<file path="src/rtl/p2s_cp_reg_if.sv">
// Bus bundle for the parallel-to-serial / cyclic-prefix register: the
// eight-sample parallel load side and the serial output side.
interface p2s_cp_reg_if #(
    parameter int portWidth = 16
);
    logic                 load;
    logic [portWidth-1:0] in0R, in1R, in2R, in3R, in4R, in5R, in6R, in7R;
    logic [portWidth-1:0] in0I, in1I, in2I, in3I, in4I, in5I, in6I, in7I;
    logic [portWidth-1:0] serialOutR;
    logic [portWidth-1:0] serialOutI;
    logic                 valid;
    logic                 busy;
    logic                 done;
    logic                 overrun;

    // Upstream side: drives the block and the load strobe, watches the stream.
    modport master (
        output load,
        output in0R, in1R, in2R, in3R, in4R, in5R, in6R, in7R,
        output in0I, in1I, in2I, in3I, in4I, in5I, in6I, in7I,
        input  serialOutR, serialOutI, valid, busy, done, overrun
    );

    // Converter side.
    modport slave (
        input  load,
        input  in0R, in1R, in2R, in3R, in4R, in5R, in6R, in7R,
        input  in0I, in1I, in2I, in3I, in4I, in5I, in6I, in7I,
        output serialOutR, serialOutI, valid, busy, done, overrun
    );
endinterface

</file>
<file path="src/rtl/p2s_cp_reg.sv">
// Parallel-to-serial converter with cyclic-prefix insertion. A block of
// registerDepth complex samples is captured on an accepted load, then the
// last cpLength samples are streamed as a prefix followed by the full block,
// one registered sample per clock. A load landing on the final sample of a
// block is accepted so consecutive blocks stream without a gap.
module p2s_cp_reg #(
    parameter int portWidth     = 16,
    parameter int registerDepth = 8,
    parameter int cpLength      = 2,
    parameter int counterWidth  = 4
) (
    input  logic             clk,
    input  logic             rst,
    p2s_cp_reg_if.slave      bus
);
    localparam int IDX_W     = $clog2(registerDepth);
    localparam int BLOCK_LEN = cpLength + registerDepth;

    typedef enum logic [1:0] {
        IDLE = 2'd0,
        CP   = 2'd1,
        DATA = 2'd2
    } state_t;

    state_t                  state, state_nxt;
    logic [counterWidth-1:0] cnt, cnt_nxt;          // position within the block, prefix included

    logic [portWidth-1:0]    in_r  [registerDepth];
    logic [portWidth-1:0]    in_i  [registerDepth];
    logic [portWidth-1:0]    buf_r [registerDepth];
    logic [portWidth-1:0]    buf_i [registerDepth];

    logic [portWidth-1:0]    out_r, out_i, out_r_nxt, out_i_nxt;
    logic                    valid_q, valid_nxt;
    logic                    done_q, done_nxt;
    logic                    overrun_q, overrun_nxt;

    logic                    last;                   // final DATA sample is on the output now
    logic                    accept;
    logic                    emit;
    int                      pos;
    int                      idx;
    logic [IDX_W-1:0]        idx_sel;

    // Flatten the individually named sample ports into indexable arrays.
    always_comb begin
        in_r[0] = bus.in0R;  in_i[0] = bus.in0I;
        in_r[1] = bus.in1R;  in_i[1] = bus.in1I;
        in_r[2] = bus.in2R;  in_i[2] = bus.in2I;
        in_r[3] = bus.in3R;  in_i[3] = bus.in3I;
        in_r[4] = bus.in4R;  in_i[4] = bus.in4I;
        in_r[5] = bus.in5R;  in_i[5] = bus.in5I;
        in_r[6] = bus.in6R;  in_i[6] = bus.in6I;
        in_r[7] = bus.in7R;  in_i[7] = bus.in7I;
    end

    // Next-state, next-sample selection and load acceptance.
    always_comb begin
        // NOTE: every signal gets a default before any branch so no path leaves one unassigned and a latch is inferred.
        state_nxt   = IDLE;
        cnt_nxt     = '0;
        out_r_nxt   = '0;
        out_i_nxt   = '0;
        valid_nxt   = 1'b0;
        done_nxt    = 1'b0;
        emit        = 1'b0;
        pos         = 0;
        idx         = 0;

        last        = (state == DATA) && (int'(cnt) == BLOCK_LEN - 1);
        accept      = bus.load && ((state == IDLE) || last);
        overrun_nxt = bus.load && !accept;

        if (accept) begin
            emit = 1'b1;
            pos  = 0;
        end else if (state != IDLE && !last) begin
            emit = 1'b1;
            pos  = int'(cnt) + 1;
        end

        if (emit) begin
            cnt_nxt   = counterWidth'(pos);
            valid_nxt = 1'b1;
            done_nxt  = (pos == BLOCK_LEN - 1);
            if (pos < cpLength) begin
                state_nxt = CP;
                idx       = registerDepth - cpLength + pos;
            end else begin
                state_nxt = DATA;
                idx       = pos - cpLength;
            end
        end

        idx_sel = IDX_W'(idx);

        // On the load edge the buffer is not written yet, so the first sample comes from the ports.
        if (emit) begin
            if (accept) begin
                out_r_nxt = in_r[idx_sel];
                out_i_nxt = in_i[idx_sel];
            end else begin
                out_r_nxt = buf_r[idx_sel];
                out_i_nxt = buf_i[idx_sel];
            end
        end
    end

    // State, counter and registered output sample.
    always_ff @(posedge clk) begin
        // NOTE: sequential state uses non-blocking assignments so every register samples pre-edge values.
        if (rst) begin
            state     <= IDLE;
            cnt       <= '0;
            out_r     <= '0;
            out_i     <= '0;
            valid_q   <= 1'b0;
            done_q    <= 1'b0;
            overrun_q <= 1'b0;
        end else begin
            state     <= state_nxt;
            cnt       <= cnt_nxt;
            out_r     <= out_r_nxt;
            out_i     <= out_i_nxt;
            valid_q   <= valid_nxt;
            done_q    <= done_nxt;
            overrun_q <= overrun_nxt;
        end
    end

    // Block buffer: captured only on an accepted load.
    always_ff @(posedge clk) begin
        // NOTE: this storage is deliberately cleared on reset so a stale block can never reappear.
        if (rst) begin
            for (int k = 0; k < registerDepth; k++) begin
                buf_r[k] <= '0;
                buf_i[k] <= '0;
            end
        end else if (accept) begin
            for (int k = 0; k < registerDepth; k++) begin
                buf_r[k] <= in_r[k];
                buf_i[k] <= in_i[k];
            end
        end
    end

    assign bus.serialOutR = out_r;
    assign bus.serialOutI = out_i;
    assign bus.valid      = valid_q;
    assign bus.busy       = valid_q;
    assign bus.done       = done_q;
    assign bus.overrun    = overrun_q;

endmodule
</file>
<file path="src/flat_wrapper.sv">
// flat-port wrapper written by rule: the top's interface ports become plain ports
module p2s_cp_reg_flat 
#(
    parameter int portWidth     = 16,
    parameter int registerDepth = 8,
    parameter int cpLength      = 2,
    parameter int counterWidth  = 4
)
  (clk, rst, bus_load, bus_in0R, bus_in1R, bus_in2R, bus_in3R, bus_in4R, bus_in5R, bus_in6R, bus_in7R, bus_in0I, bus_in1I, bus_in2I, bus_in3I, bus_in4I, bus_in5I, bus_in6I, bus_in7I, bus_serialOutR, bus_serialOutI, bus_valid, bus_busy, bus_done, bus_overrun);
  p2s_cp_reg_if #(.portWidth(portWidth)) bus_i ();
  input  logic clk;
  input  logic rst;
  input wire logic [$bits(bus_i.load)-1:0] bus_load;
  input wire logic [$bits(bus_i.in0R)-1:0] bus_in0R;
  input wire logic [$bits(bus_i.in1R)-1:0] bus_in1R;
  input wire logic [$bits(bus_i.in2R)-1:0] bus_in2R;
  input wire logic [$bits(bus_i.in3R)-1:0] bus_in3R;
  input wire logic [$bits(bus_i.in4R)-1:0] bus_in4R;
  input wire logic [$bits(bus_i.in5R)-1:0] bus_in5R;
  input wire logic [$bits(bus_i.in6R)-1:0] bus_in6R;
  input wire logic [$bits(bus_i.in7R)-1:0] bus_in7R;
  input wire logic [$bits(bus_i.in0I)-1:0] bus_in0I;
  input wire logic [$bits(bus_i.in1I)-1:0] bus_in1I;
  input wire logic [$bits(bus_i.in2I)-1:0] bus_in2I;
  input wire logic [$bits(bus_i.in3I)-1:0] bus_in3I;
  input wire logic [$bits(bus_i.in4I)-1:0] bus_in4I;
  input wire logic [$bits(bus_i.in5I)-1:0] bus_in5I;
  input wire logic [$bits(bus_i.in6I)-1:0] bus_in6I;
  input wire logic [$bits(bus_i.in7I)-1:0] bus_in7I;
  output wire logic [$bits(bus_i.serialOutR)-1:0] bus_serialOutR;
  output wire logic [$bits(bus_i.serialOutI)-1:0] bus_serialOutI;
  output wire logic [$bits(bus_i.valid)-1:0] bus_valid;
  output wire logic [$bits(bus_i.busy)-1:0] bus_busy;
  output wire logic [$bits(bus_i.done)-1:0] bus_done;
  output wire logic [$bits(bus_i.overrun)-1:0] bus_overrun;
  assign bus_i.load = bus_load;
  assign bus_i.in0R = bus_in0R;
  assign bus_i.in1R = bus_in1R;
  assign bus_i.in2R = bus_in2R;
  assign bus_i.in3R = bus_in3R;
  assign bus_i.in4R = bus_in4R;
  assign bus_i.in5R = bus_in5R;
  assign bus_i.in6R = bus_in6R;
  assign bus_i.in7R = bus_in7R;
  assign bus_i.in0I = bus_in0I;
  assign bus_i.in1I = bus_in1I;
  assign bus_i.in2I = bus_in2I;
  assign bus_i.in3I = bus_in3I;
  assign bus_i.in4I = bus_in4I;
  assign bus_i.in5I = bus_in5I;
  assign bus_i.in6I = bus_in6I;
  assign bus_i.in7I = bus_in7I;
  assign bus_serialOutR = bus_i.serialOutR;
  assign bus_serialOutI = bus_i.serialOutI;
  assign bus_valid = bus_i.valid;
  assign bus_busy = bus_i.busy;
  assign bus_done = bus_i.done;
  assign bus_overrun = bus_i.overrun;
  p2s_cp_reg #(.portWidth(portWidth), .registerDepth(registerDepth), .cpLength(cpLength), .counterWidth(counterWidth)) u_core (.clk(clk), .rst(rst), .bus(bus_i));
endmodule
</file>
<file path="config.mk">
export PLATFORM = sky130hd
export DESIGN_NAME = p2s_cp_reg_flat
export DESIGN_NICKNAME = d
export VERILOG_FILES = /design/src/rtl/p2s_cp_reg_if.sv /design/src/rtl/p2s_cp_reg.sv /design/src/flat_wrapper.sv
export SDC_FILE = /design/constraint.sdc
export NUM_CORES = 1
export LEC_CHECK = 0
export CORE_MARGIN = 10
export CORE_UTILIZATION = 55
export CTS_BUF_LIST = sky130_fd_sc_hd__clkbuf_2 sky130_fd_sc_hd__clkbuf_4 sky130_fd_sc_hd__clkbuf_8
export CTS_CLUSTER_SIZE = 12
export DETAILED_ROUTE_END_ITERATION = 10
export HOLD_SLACK_MARGIN = 0.02
export PLACE_DENSITY = 0.83
export SLEW_MARGIN = 25
export SYNTH_ARGS = -nofsm -noshare
export SYNTH_HDL_FRONTEND = slang
export SYNTH_SLANG_ARGS = --single-unit
</file>
<file path="constraint.sdc">
create_clock -name clk -period 25.1 [get_ports clk]
set_input_delay 3.765 -clock clk [delete_from_list [all_inputs] [get_ports clk]]
set_output_delay 3.765 -clock clk [all_outputs]
set_load 0.01 [all_outputs]
</file>
# Yosys cells after proc, flatten, opt, wreduce, memory -nomap -nowiden
# Memories as Yosys holds them, arrays and structs flattened.
# Cells that the tools add are included.
[word_totals]
mem_bits_ro = 0
output_inout_bits = 36
in_bits = 259
register_bits = 41
memories = 2
latchBits = 0
mem_bits_rw = 256
wordCells = 82
[classes]
addsub = 3
magnitude_cmp = 2
shifts = 0
n_mul = 0
n_bitwise = 18
n_eq_ne = 3
mux = 37
div = 0
n_reduce_logical = 10
[memory_table]
columns = ["memory", "words", "width", "read_ports", "rd_ports_with_merged_regs", "wr", "line_no", "text"]
rows = [
  ["u_core.buf_i", 8, 16, 1, 0, 8, "p2s_cp_reg.sv:31", "logic [portWidth-1:0] buf_i [registerDepth];"],
  ["u_core.buf_r", 8, 16, 1, 0, 8, "p2s_cp_reg.sv:30", "logic [portWidth-1:0] buf_r [registerDepth];"],
]
[ops]
columns = ["op", "count"]
rows = [
  ["two-way mux 16 bit", 22],
  ["binary-select mux 16 bit (select 3 bit)", 2],
  ["two-way mux 32 bit", 2],
  ["== test 32 x 5 -> 1 bit, second input constant", 1],
  ["less-than comparator 32 x 3 -> 1 bit, second input constant", 1],
  ["bitwise OR 1 bit", 16],
  ["two-way mux 1 bit", 8],
  ["two-way mux 3 bit", 2],
  ["adder 4 x 1 -> 5 bit, second input constant", 1],
  ["== test 4 bit, second input constant", 1],
  ["greater-or-equal comparator 4 bit, second input constant", 1],
  ["logical AND 1 bit", 4],
  ["inverter 3 -> 4 bit", 1],
  ["adder 2 x 3 -> 3 bit, first input constant", 1],
  ["subtractor 3 bit, second input constant", 1],
  ["== test 2 bit, second input constant", 1],
  ["zero test 1 bit", 2],
  ["zero test 2 bit", 1],
  ["two-way mux 2 bit", 1],
  ["nonzero test 2 bit", 1],
  ["OR reduction 2 bit", 1],
  ["logical OR 1 bit", 1],
  ["inverter 1 bit", 1],
]

# Logic depth before layout (Yosys ltp)
# Gate-level depths: netlist of run 1.
[logic_depth]
depth_word = 14
depth_mapped = 11
ltp_nobuf = 10

# Least setup slack after synthesis of run 1
# OpenSTA, ideal clock, no wires.
[synth_timing]
path_kind = "in2reg"
start = "in rst"
end = "mem u_core.buf_i[0][0], enable pin"
required_ns = 24.437
path_slack_ns = 14.026
arrival_ns = 10.411
path_stages = 3
path_buffers = 2
setup_ns = 0.663
path_cell_list = "clkbuf_1 clkbuf_1 nand2b_1"
[synth_lines]
columns = ["element", "line_no", "text"]
rows = [
  ["from (decl)", "flat_wrapper.sv:12", "input logic rst;"],
  ["to (decl)", "p2s_cp_reg.sv:31", ""],
]

==> reports/metrics.csv, run 1 <==
metric,value,unit
ys async rst share,0,
fraction of layout cells with a size suffix above 1,0.116,
die width,182,um
"commonest non-fill, non-tap cell in the layout",clkdlybuf4s50_1,
DRT iter0 DRCs,1054,
# clock sinks,297,
WL/cell,23.3,um
drt pass-1 iters,6,
measured slew at the worst slew-check pin,1.03,ns
"commonest non-fill, non-tap cells in the layout","293 x clkdlybuf4s50_1, 256 x edfxtp_1, 193 x and2_1, 66 x nand2_1, 65 x nor2b_1",
RSZ-0062 raised after global routing,false,
routed vias/inst,6.01,
"FF+latch count, synth",297,
status,completed,
Core Region,26000,um^2
DIE HEIGHT,182,um
final hold vios,0,
gpl congestion,0.815,
post-synth top area share,0.531,
antenna cells,0,
Worst-path clk slew,0.06,ns
initial antenna violation count,2,
"area leader, netlist",edfxtp_1,
Hold WC Path Type,flop to flop,
post-CTS setup buffers,0,
Row Count,59,
CTS max path bufs,3,
H-tree lvl count,2,
post-synthesis cell area,14500,um^2
fin crit period,6.58,ns
Final Setup Violations,0,
Die ar.,33200,um^2
"Slew Viols, Final",0,
fin crit share,0.262,
Pleak,7.32,nW
GRT overflow,0,
nets@finish,1637,
number of flops mapped to enable cells by yosys,256,
hold buffers post-CTS,0,
crit path DAT,6.77,ns
final hold slack,0.539,ns
CTS buffer count,47,
DR top layer,met5,
worst clock skew,0.0260,ns
Port Buffers,294,
pwr/cell area,67.4,nW/um^2
post-synthesis sequential area ratio,0.588,
dominant register cell in the synthesized netlist,edfxtp_1,
Final HPWL DP,26500,um
antenna-violating nets left,0,
crit path capture type,flop,
Max-slew headroom,0.313,
Reg area,8510,um^2
drc violations,0,
"Req. time, crit path",25.28,ns
Synth Area per Inst,13.0,um^2
total number of vias,10500,
met3 routed WL,4350,um
gr usage total,0.234,
synth top area cells,"edfxtp_1 53%, and2_1 8.3%, dfxtp_1 5.7%",
synthesis-to-finish area growth,28.4,%
first-pass GRT wire length,61600,um
clk_lat worst skew,0.57,ns
Metal-1 WL,15600,um
Mapped Cells,1111,
CP Launch Type,input port,
largest net degree at the start of global routing,125,
Starting Density,0.557,
met2 wire length,19600,um
area occupied by multi-input gates,5530,um^2
number of fill cells in the layout,1757,
max frequency,152,MHz
vias in the first global route,10900,
I/O pins,295,
CP max FO,79,
Post-CTS Resized,0,
WL final,40600,um
TritonCTS clock tree,built,
Critical Setup Path Class,input port to flop,
Syn Nets,1373,
unique cell type count in the Yosys netlist,43,
max cap viols,0,
Fin Setup TNS,0,ns
Synth Warn #,0,
peak supply drop,47.0,uV
Root Driver,clkbuf_8,
==> area by class of cell <==
type,count,share of cell area
clock buffer,78,0.0504
clock inverter,7,0.00337
inverter,4,0.000808
multi-input combinational,715,0.298
sequential,297,0.458
tap,335,0.0226
timing repair buffer,310,0.167
==> critical path, stage by stage <==
cell and delay (ns):
buf_2 0.08, buf_4 0.63, nand2b_4 0.58, buf_4 0.84
buf_4 0.73
==> cell usage after synthesis (14+ instances only) <==
master and number:
edfxtp_1 256, and2_1 193, clkbuf_1 70, nand2_1 66
a21o_1 65, nor2b_1 65, mux2i_1 64, a221oi_1 53
dfxtp_1 41, a221o_1 32, and3_1 32, o32ai_1 32
mux2_1 25, mux2_2 25, mux2_4 14
==> worst paths after layout <==
kind                                     startpoint                   endpoint  depth (start not counted)  slack, ns
worst min-delay path            u_core.buf_r[0][13]  u_core.bus.serialOutR[13]                          2       0.54
worst min register to register  u_core.buf_r[0][13]  u_core.bus.serialOutR[13]                          2       0.54
worst max register to register        u_core.cnt[0]  u_core.bus.serialOutI[15]                          9      21.22
worst max-delay path                            rst         u_core.buf_i[5][9]                          5      18.52
==> routing by layer <==
| layer | vias to the layer above | GRT usage |
|---|---|---|
| met2 | 595 | 0.382 |
| met5 | - | 0 |
| met3 | 83 | 0.0777 |
| li1 | 4713 | - |
| met1 | 5095 | 0.291 |
| met4 | 4 | 0.0693 |
==> flip-flops by register name (all words and copies together) (netlist names) <==
name,flops
u_core.cnt,4
u_core.bus.serialOutI,16
u_core.bus.done,1
u_core.bus.overrun,1
u_core.state,2
u_core.bus.busy,1
u_core.buf_i,128
u_core.bus.serialOutR,16
u_core.buf_r,128
==> stage by stage <==
| step | worst slack, ns | instances | cell area, um^2 | util | power, mW |
|---|---|---|---|---|---|
| global route | 18.32 | 1746 | 18600 | 0.715 | 1.30 |
| CTS | 18.27 | 1745 | 18500 | 0.714 | 1.26 |
| finish | 18.52 | 1746 | 18600 | 0.715 | 1.25 |
| floorplan | 14.03 | 1111 | 14500 | - | 0.737 |
| global placement | 17.83 | 1659 | 17500 | 0.674 | 0.819 |
| detailed placement | 17.70 | 1660 | 17500 | 0.675 | 0.827 |
==> where the power goes <==
part	internal [mW]	total, mW	switching [mW]
Combinational	0.109	0.220	0.112
Sequential	0.585	0.599	0.0134
Clock	0.245	0.433	0.188
Total	0.939	1.25	0.313
==> logic make-up (layout without fill, tap and decap cells) <==
kind of cell               count (synthesis)  after routing  synth area share
and+or+nand+nor                          383            383             0.154
adders and majority gates                  3              3           0.00259
DFF                                      297            297             0.588
muxes                                    128            128            0.0977
AOI/OAI and AO/OA                        199            199             0.122
buffers and inverters                     99            399            0.0343
xor gates and xnor gates                   2              2           0.00121
Note: power is estimated with default switching activity, not from simulation.
==> run 2: changes to the inputs <==
--- a/config.mk
+++ b/config.mk
@@ -6,12 +6,12 @@
 export NUM_CORES = 1
 export LEC_CHECK = 0
 export CORE_MARGIN = 10
-export CORE_UTILIZATION = 55
+export CORE_UTILIZATION = 54
 export CTS_BUF_LIST = sky130_fd_sc_hd__clkbuf_2 sky130_fd_sc_hd__clkbuf_4 sky130_fd_sc_hd__clkbuf_8
 export CTS_CLUSTER_SIZE = 12
 export DETAILED_ROUTE_END_ITERATION = 10
 export HOLD_SLACK_MARGIN = 0.02
-export PLACE_DENSITY = 0.83
+export PLACE_DENSITY = 0.81
 export SLEW_MARGIN = 25
 export SYNTH_ARGS = -nofsm -noshare
 export SYNTH_HDL_FRONTEND = slang
==> constraint.sdc (replaced) <==
create_clock -name clk -period 6.2 [get_ports clk]
set_input_delay 0.93 -clock clk [delete_from_list [all_inputs] [get_ports clk]]
set_output_delay 0.93 -clock clk [all_outputs]
set_load 0.01 [all_outputs]
==> run 2 against run 1 <==
Compared with the run above: design area is 0.48% higher; non-clock buffer count is 2 higher; clock power grew to 4.1 times the previous value; combinational power grew to 4.1 times the previous value; critical path depth is 6 higher; final cell count is 0.52% higher; register-to-register slack worse by 19 ns; sequential power grew to 4.0 times the previous value; routed wire length is 1.0% lower; hold slack hardly changed; critical endpoint is now u_core.bus.serialOutI[1]; largest cell class unchanged.
==> reports/metrics.csv, run 2 (same netlist as run 1, synthesis figures left out) <==
metric,value,unit,change
initial antenna violation count,5,,was 2
WL/cell,22.9,um,was 23.3 um
WL final,40200,um,was 40600 um
vias in the first global route,10800,,was 10900
peak supply drop,157,uV,was 47.0 uV
fraction of layout cells with a size suffix above 1,0.121,,was 0.116
die width,184,um,was 182 um
Final HPWL DP,26900,um,was 26500 um
Cells after DPL,1660,,unchanged
fin cells,1755,,was 1746
gr usage total,0.232,,was 0.234
Switching Share,0.251,,was 0.250
worst path buffer plus inverter count,4,,unchanged
crit path capture type,flop,,unchanged
final hold vios,0,,unchanged
Post-CTS Resized,0,,unchanged
total number of vias,10400,,was 10500
Die ar.,33700,um^2,was 33200 um^2
TritonCTS clock tree,built,,unchanged
Comb pwr share,0.175,,was 0.176
"Slew Viols, Final",0,,unchanged
Hold WC Path Type,flop to flop,,unchanged
drt pass-1 iters,6,,unchanged
routed vias/inst,5.92,,was 6.01
CP max FO,36,,was 79
Top Family by Delay on Critical Path,simple AND/OR/NAND/NOR gates,,was buffers and inverters
pwr/cell area,272,nW/um^2,was 67.4 nW/um^2
nets@finish,1641,,was 1637
Switching Power,1.27,mW,was 313 uW
drc violations,0,,unchanged
Clk pwr share,0.348,,was 0.346
I/O pins,295,,unchanged
post-CTS setup buffers,0,,unchanged
"commonest non-fill, non-tap cells in the layout","293 x clkdlybuf4s50_1, 256 x edfxtp_1, 193 x and2_1, 66 x nand2_1, 65 x nor2b_1",,unchanged
CTS buffer count,49,,was 47
post-layout util,0.712,,was 0.715
largest net degree at the start of global routing,123,,was 125
"Req. time, crit path",6.62,ns,was 25.28 ns
GRT overflow,0,,unchanged
DRT iter0 DRCs,1080,,was 1054
FF-to-FF path depth,11,,was 9
fin crit share,0.575,,
Core Region,26200,um^2,was 26000 um^2
Sequential Power Share,0.477,,was 0.478
Port Buffers,294,,unchanged
synthesis-to-finish area growth,29.0,%,was 28.4%
status,completed,,unchanged
WHS Endpoint,u_core.bus.serialOutR[13],,unchanged
HP Start,u_core.buf_r[0][13],,unchanged
Worst-path clk slew,0.06,ns,about the same
Max stage delay on crit path,0.48,ns,was 0.84 ns
Final Setup Violations,0,,unchanged
worst reg-to-reg setup slack,2.64,ns,was 21.22 ns
CTS max path bufs,3,,unchanged
Root Driver,clkbuf_8,,unchanged
DIE HEIGHT,184,um,was 182 um
fin crit period,3.56,ns,
"commonest non-fill, non-tap cell in the layout",clkdlybuf4s50_1,,unchanged
Fin Setup TNS,0,ns,unchanged
Critical Setup Path Class,flop to flop,,was input port to flop
first-pass GRT wire length,61000,um,was 61600 um
Row Count,59,,unchanged
Hold Path Stages,2,,unchanged
Starting Density,0.552,,was 0.557
max frequency,281,MHz,
RSZ-0062 raised after global routing,false,,unchanged
Largest regs,"u_core.buf_i (128), u_core.buf_r (128)",,unchanged
H-tree lvl count,2,,unchanged
crit path DAT,3.98,ns,was 6.77 ns
worst clock skew,0.0272,ns,was 0.0260 ns
CP Launch Type,flop,,was input port
# clock sinks,297,,unchanged
Int Pwr,3.81,mW,was 939 uW
worst reg2reg endpoint,u_core.bus.serialOutI[1],,was u_core.bus.serialOutI[15]
cells along the critical path,"inv_1, ha_1, o21bai_1, nor2_1, inv_1, ha_1, nor3_4, buf_8, buf_4, and3_1, o32ai_1",,"was buf_2, buf_4, nand2b_4, buf_4, buf_4"
final hold slack,0.539,ns,about the same
Max-slew headroom,0.387,,was 0.313
gpl congestion,0.857,,was 0.815
Pleak,7.36,nW,was 7.32 nW
slowest cell on the critical path,nor3_4,,was buf_4
antenna-violating nets left,0,,unchanged
max cap viols,0,,unchanged
r2r startpoint,u_core.cnt[1],,was u_core.cnt[0]
measured slew at the worst slew-check pin,0.920,ns,was 1.03 ns
hold buffers post-CTS,0,,unchanged
clk_lat worst skew,0.57,ns,about the same
run 2: changes by cell type in the layout (fill, tap and decap cells not counted), sizes merged:
cell	before	now
clkinvlp	0	2
diode	0	1
clkbuf	78	81
bufinv	1	0
buf	17	19
clkinv	5	7
run 2: worst max-delay path by stage:
| stage | end | startpoint | slack, ns | depth (start not counted) |
|---|---|---|---|---|
| 6_report | u_core.bus.serialOutI[1] | u_core.cnt[1] | 2.64 | 11 |
| 2_1_floorplan | u_core.buf_i[0][0] | rst | 0.95 | 3 |
| 5_1_grt | u_core.bus.serialOutR[14] | u_core.cnt[1] | 2.43 | 11 |
| 3_3_place_gp | u_core.bus.serialOutI[15] | u_core.cnt[0] | 2.47 | 9 |
| 4_1_cts | u_core.bus.serialOutI[1] | u_core.cnt[1] | 2.32 | 10 |
| 3_5_place_dp | u_core.bus.serialOutI[1] | u_core.cnt[1] | 2.31 | 10 |
run 2: tightest hold or removal path, cell delays in order (launching register included):
cell and delay [ns]:
edfxtp_1 0.34, a221oi_2 0.06, o32ai_1 0.10
run 2: final cells by class:
| type | count | area, um^2 |
|---|---|---|
| Clock inverter | 10 | 53.8 |
| Antenna cell | 1 | 2.50 |
| Multi-Input combinational cell | 715 | 5530 |
| Tap cell | 335 | 419 |
| Timing Repair Buffer | 312 | 3160 |
| Fill cell | 1793 | 7540 |
| Sequential cell | 297 | 8510 |
| Inverter | 4 | 15.0 |
| Clock buffer | 81 | 977 |
run 2: layer usage:
layer  track usage  share of wire
met2         0.381           0.49
met1         0.290           0.39
met4        0.0770          0.022
met3        0.0654          0.097
met5             0         0.0012
run 2: per-stage QoR:
| stage | instance area (um^2) | power (mW) | setup slack (ns) |
|---|---|---|---|
| 2_1_floorplan | 14500 | 2.97 | 0.955 |
| 3_3_place_gp | 17600 | 3.32 | 2.47 |
| 3_5_place_dp | 17600 | 3.34 | 2.31 |
| 4_1_cts | 18600 | 5.11 | 2.32 |
| 5_1_grt | 18700 | 5.28 | 2.43 |
| 6_report | 18700 | 5.08 | 2.64 |
run 2: power by group through the flow:
| stage | sequential (mW) | combinational (mW) | clock (mW) |
|---|---|---|---|
| floorplan | 2.48 | 0.492 | 0 |
| finish | 2.42 | 0.891 | 1.77 |
| detailed placement | 2.46 | 0.879 | 0 |
| global placement | 2.46 | 0.864 | 0 |
| global route | 2.44 | 0.953 | 1.89 |
| CTS | 2.42 | 0.884 | 1.80 |
==> run 3: changes to the inputs <==
--- a/config.mk
+++ b/config.mk
@@ -6,12 +6,12 @@
 export NUM_CORES = 1
 export LEC_CHECK = 0
 export CORE_MARGIN = 10
-export CORE_UTILIZATION = 54
+export CORE_UTILIZATION = 48
 export CTS_BUF_LIST = sky130_fd_sc_hd__clkbuf_2 sky130_fd_sc_hd__clkbuf_4 sky130_fd_sc_hd__clkbuf_8
 export CTS_CLUSTER_SIZE = 12
 export DETAILED_ROUTE_END_ITERATION = 10
 export HOLD_SLACK_MARGIN = 0.02
-export PLACE_DENSITY = 0.81
+export PLACE_DENSITY = 0.76
 export SLEW_MARGIN = 25
 export SYNTH_ARGS = -nofsm -noshare
 export SYNTH_HDL_FRONTEND = slang
==> constraint.sdc (replaced) <==
create_clock -name clk -period 2.9 [get_ports clk]
set_input_delay 0.435 -clock clk [delete_from_list [all_inputs] [get_ports clk]]
set_output_delay 0.435 -clock clk [all_outputs]
set_load 0.01 [all_outputs]
==> run 3 against run 2 <==
Compared with the run above: first-iteration DRC count decreased by 27%; clock power increased by 110%; maximum frequency increased by 35%; core utilization decreased by 7.3 points; register-to-register slack got worse by 2.4 ns; hold slack got worse by 0.028 ns; non-clock buffer count increased by 23; sequential share of layout area decreased by 0.78 points; global-route usage decreased by 1.9 points; critical path type unchanged; critical endpoint is now u_core.bus.serialOutI[10]; highest routed layer unchanged.
==> reports/metrics.csv, run 3 (same netlist as run 1, synthesis figures left out) <==
metric,value,unit,change
crit path DAT,3.10,ns,was 3.98 ns
Post-DP Area,18000,um^2,was 17600 um^2
Max stage delay on crit path,0.42,ns,was 0.48 ns
post-layout util,0.639,,was 0.712
fraction of layout cells with a size suffix above 1,0.132,,was 0.121
Worst-path clk slew,0.06,ns,about the same
nets@finish,1665,,was 1641
WL/cell,22.7,um,was 22.9 um
"Req. time, crit path",3.36,ns,was 6.62 ns
crit path capture type,flop,,unchanged
I/O pins,295,,unchanged
Switching Share,0.257,,was 0.251
drt pass-1 iters,5,,was 6
number of fill cells in the layout,2208,,was 1793
fin crit share,0.912,,was 0.575
antenna-violating nets left,0,,unchanged
max frequency,378,MHz,was 281 MHz
Sequential Power Share,0.477,,about the same
slowest cell on the critical path,ha_1,,was nor3_4
clk_lat worst skew,0.58,ns,was 0.57 ns
CP max FO,36,,unchanged
Die ar.,37500,um^2,was 33700 um^2
Clk pwr share,0.340,,was 0.348
routed vias/inst,5.69,,was 5.92
max cap viols,0,,unchanged
final instance area,19000,um^2,was 18700 um^2
peak supply drop,286,uV,was 157 uV
DRT iter0 DRCs,793,,was 1080
gr usage total,0.213,,was 0.232
TritonCTS clock tree,built,,unchanged
CP Launch Point,u_core.cnt[1],,unchanged
worst clock skew,0.0338,ns,was 0.0272 ns
Pleak,7.49,nW,was 7.36 nW
total number of vias,10500,,was 10400
Row Count,63,,was 59
GRT overflow,0,,unchanged
Critical Setup Path Class,flop to flop,,unchanged
largest net degree at the start of global routing,69,,was 123
fin crit period,2.65,ns,was 3.56 ns
total power,10.9,mW,was 5.08 mW
CP Launch Type,flop,,unchanged
CTS max path bufs,3,,unchanged
DIE HEIGHT,194,um,was 184 um
Reg area,8510,um^2,about the same
Starting Density,0.487,,was 0.552
first-pass GRT wire length,63700,um,was 61000 um
Fin Setup TNS,0,ns,unchanged
worst path buffer plus inverter count,3,,was 4
Hold WC Path Type,input port to flop,,was flop to flop
HP Start,bus_in5I[7],,was u_core.buf_r[0][13]
gpl congestion,0.832,,was 0.857
drc violations,0,,unchanged
Switching Power,2.79,mW,was 1.27 mW
# clock sinks,297,,unchanged
post-CTS setup buffers,0,,unchanged
die width,194,um,was 184 um
Final Setup Violations,0,,unchanged
Port Buffers,294,,unchanged
initial antenna violation count,3,,was 5
WL final,41700,um,was 40200 um
Int Pwr,8.07,mW,was 3.81 mW
area occupied by multi-input gates,5540,um^2,was 5530 um^2
H-tree lvl count,2,,unchanged
final hold slack,0.511,ns,was 0.539 ns
Top Family by Delay on Critical Path,compound AO/OA/AOI/OAI gates,,was simple AND/OR/NAND/NOR gates
synthesis-to-finish area growth,31.3,%,was 29.0%
hold buffers post-CTS,0,,unchanged
Largest regs,"u_core.buf_i (128), u_core.buf_r (128)",,unchanged
"Slew Viols, Final",0,,unchanged
r2r startpoint,u_core.cnt[1],,unchanged
Max-slew headroom,0.380,,was 0.387
"commonest non-fill, non-tap cell in the layout",clkdlybuf4s50_1,,unchanged
pwr/cell area,572,nW/um^2,was 272 nW/um^2
Post-CTS Resized,0,,unchanged
Final HPWL DP,28700,um,was 26900 um
Core Region,29700,um^2,was 26200 um^2
Root Driver,clkbuf_8,,unchanged
final hold vios,0,,unchanged
status,completed,,unchanged
cells along the critical path,"inv_2, ha_4, o21bai_1, nor2_1, inv_1, ha_1, a221oi_4, buf_12, a21o_1, a221oi_1, o32ai_1",,"was inv_1, ha_1, o21bai_1, nor2_1, inv_1, ha_1, nor3_4, buf_8, buf_4, and3_1, o32ai_1"
measured slew at the worst slew-check pin,0.930,ns,was 0.920 ns
"commonest non-fill, non-tap cells in the layout","293 x clkdlybuf4s50_1, 256 x edfxtp_1, 193 x and2_1, 66 x nand2_1, 65 x nor2b_1",,unchanged
RSZ-0062 raised after global routing,false,,unchanged
Comb pwr share,0.183,,was 0.175
vias in the first global route,10900,,was 10800
CTS buffer count,50,,was 49
==> run 3: cell count changes in the layout (fill, tap and decap cells not counted), moves of 2 or more <==
cell,change
clkbuf_4,-7
diode_2,+3
buf_4,+15
clkbuf_8,-2
clkinv_2,+3
clkinv_1,+9
buf_12,+10
==> run 3: metrics by stage <==
step                      cells  setup WS (ns)
final                      1839          0.255
after global routing       1835         0.0889
after CTS                  1835          0.264
after detailed placement   1741          0.260
after global placement     1741          0.332
after floorplan            1111         -0.140
==> run 3: per-layer routing <==
metal	global-route usage	up-vias	part of all wire
li1	-	4791	-
met1	0.271	5114	0.42
met2	0.345	483	0.48
met3	0.0579	81	0.082
met4	0.0661	2	0.023
met5	0	-	0.00029
==> run 3: worst reg2reg max path: stages (launching register included) <==
cell and delay, ns:
dfxtp_2 0.36, inv_2 0.05, ha_4 0.21, o21bai_1 0.18, nor2_1 0.14, inv_1 0.11
ha_1 0.42, a221oi_4 0.33, buf_12 0.25, a21o_1 0.14, a221oi_1 0.04, o32ai_1 0.31
==> run 3: final timing paths <==
kind | to | slack (ns) | cells after the start
min | u_core.buf_i[5][7] | 0.51 | 2
min reg2reg | u_core.bus.serialOutI[7] | 0.54 | 2
max | u_core.bus.serialOutI[10] | 0.25 | 11
max reg2reg | u_core.bus.serialOutI[10] | 0.25 | 11
==> run 3: power groups by stage <==
stage | Combinational (mW) | Sequential, mW | Clock, mW
global placement | 1.95 | 5.25 | 0
finish | 1.99 | 5.18 | 3.69
floorplan | 1.05 | 5.27 | 0
CTS | 1.99 | 5.18 | 3.74
detailed placement | 1.98 | 5.27 | 0
global route | 2.13 | 5.21 | 3.93
==> run 3: final cells by class <==
type	instances	share of cell area
flip-flops and latches	297	0.448
multi-input cells	715	0.292
repair buffers	335	0.181
clock buffers	72	0.0472
well taps	390	0.0257
clock inverters	22	0.00553
inverters	4	0.000790
diodes	4	0.000527
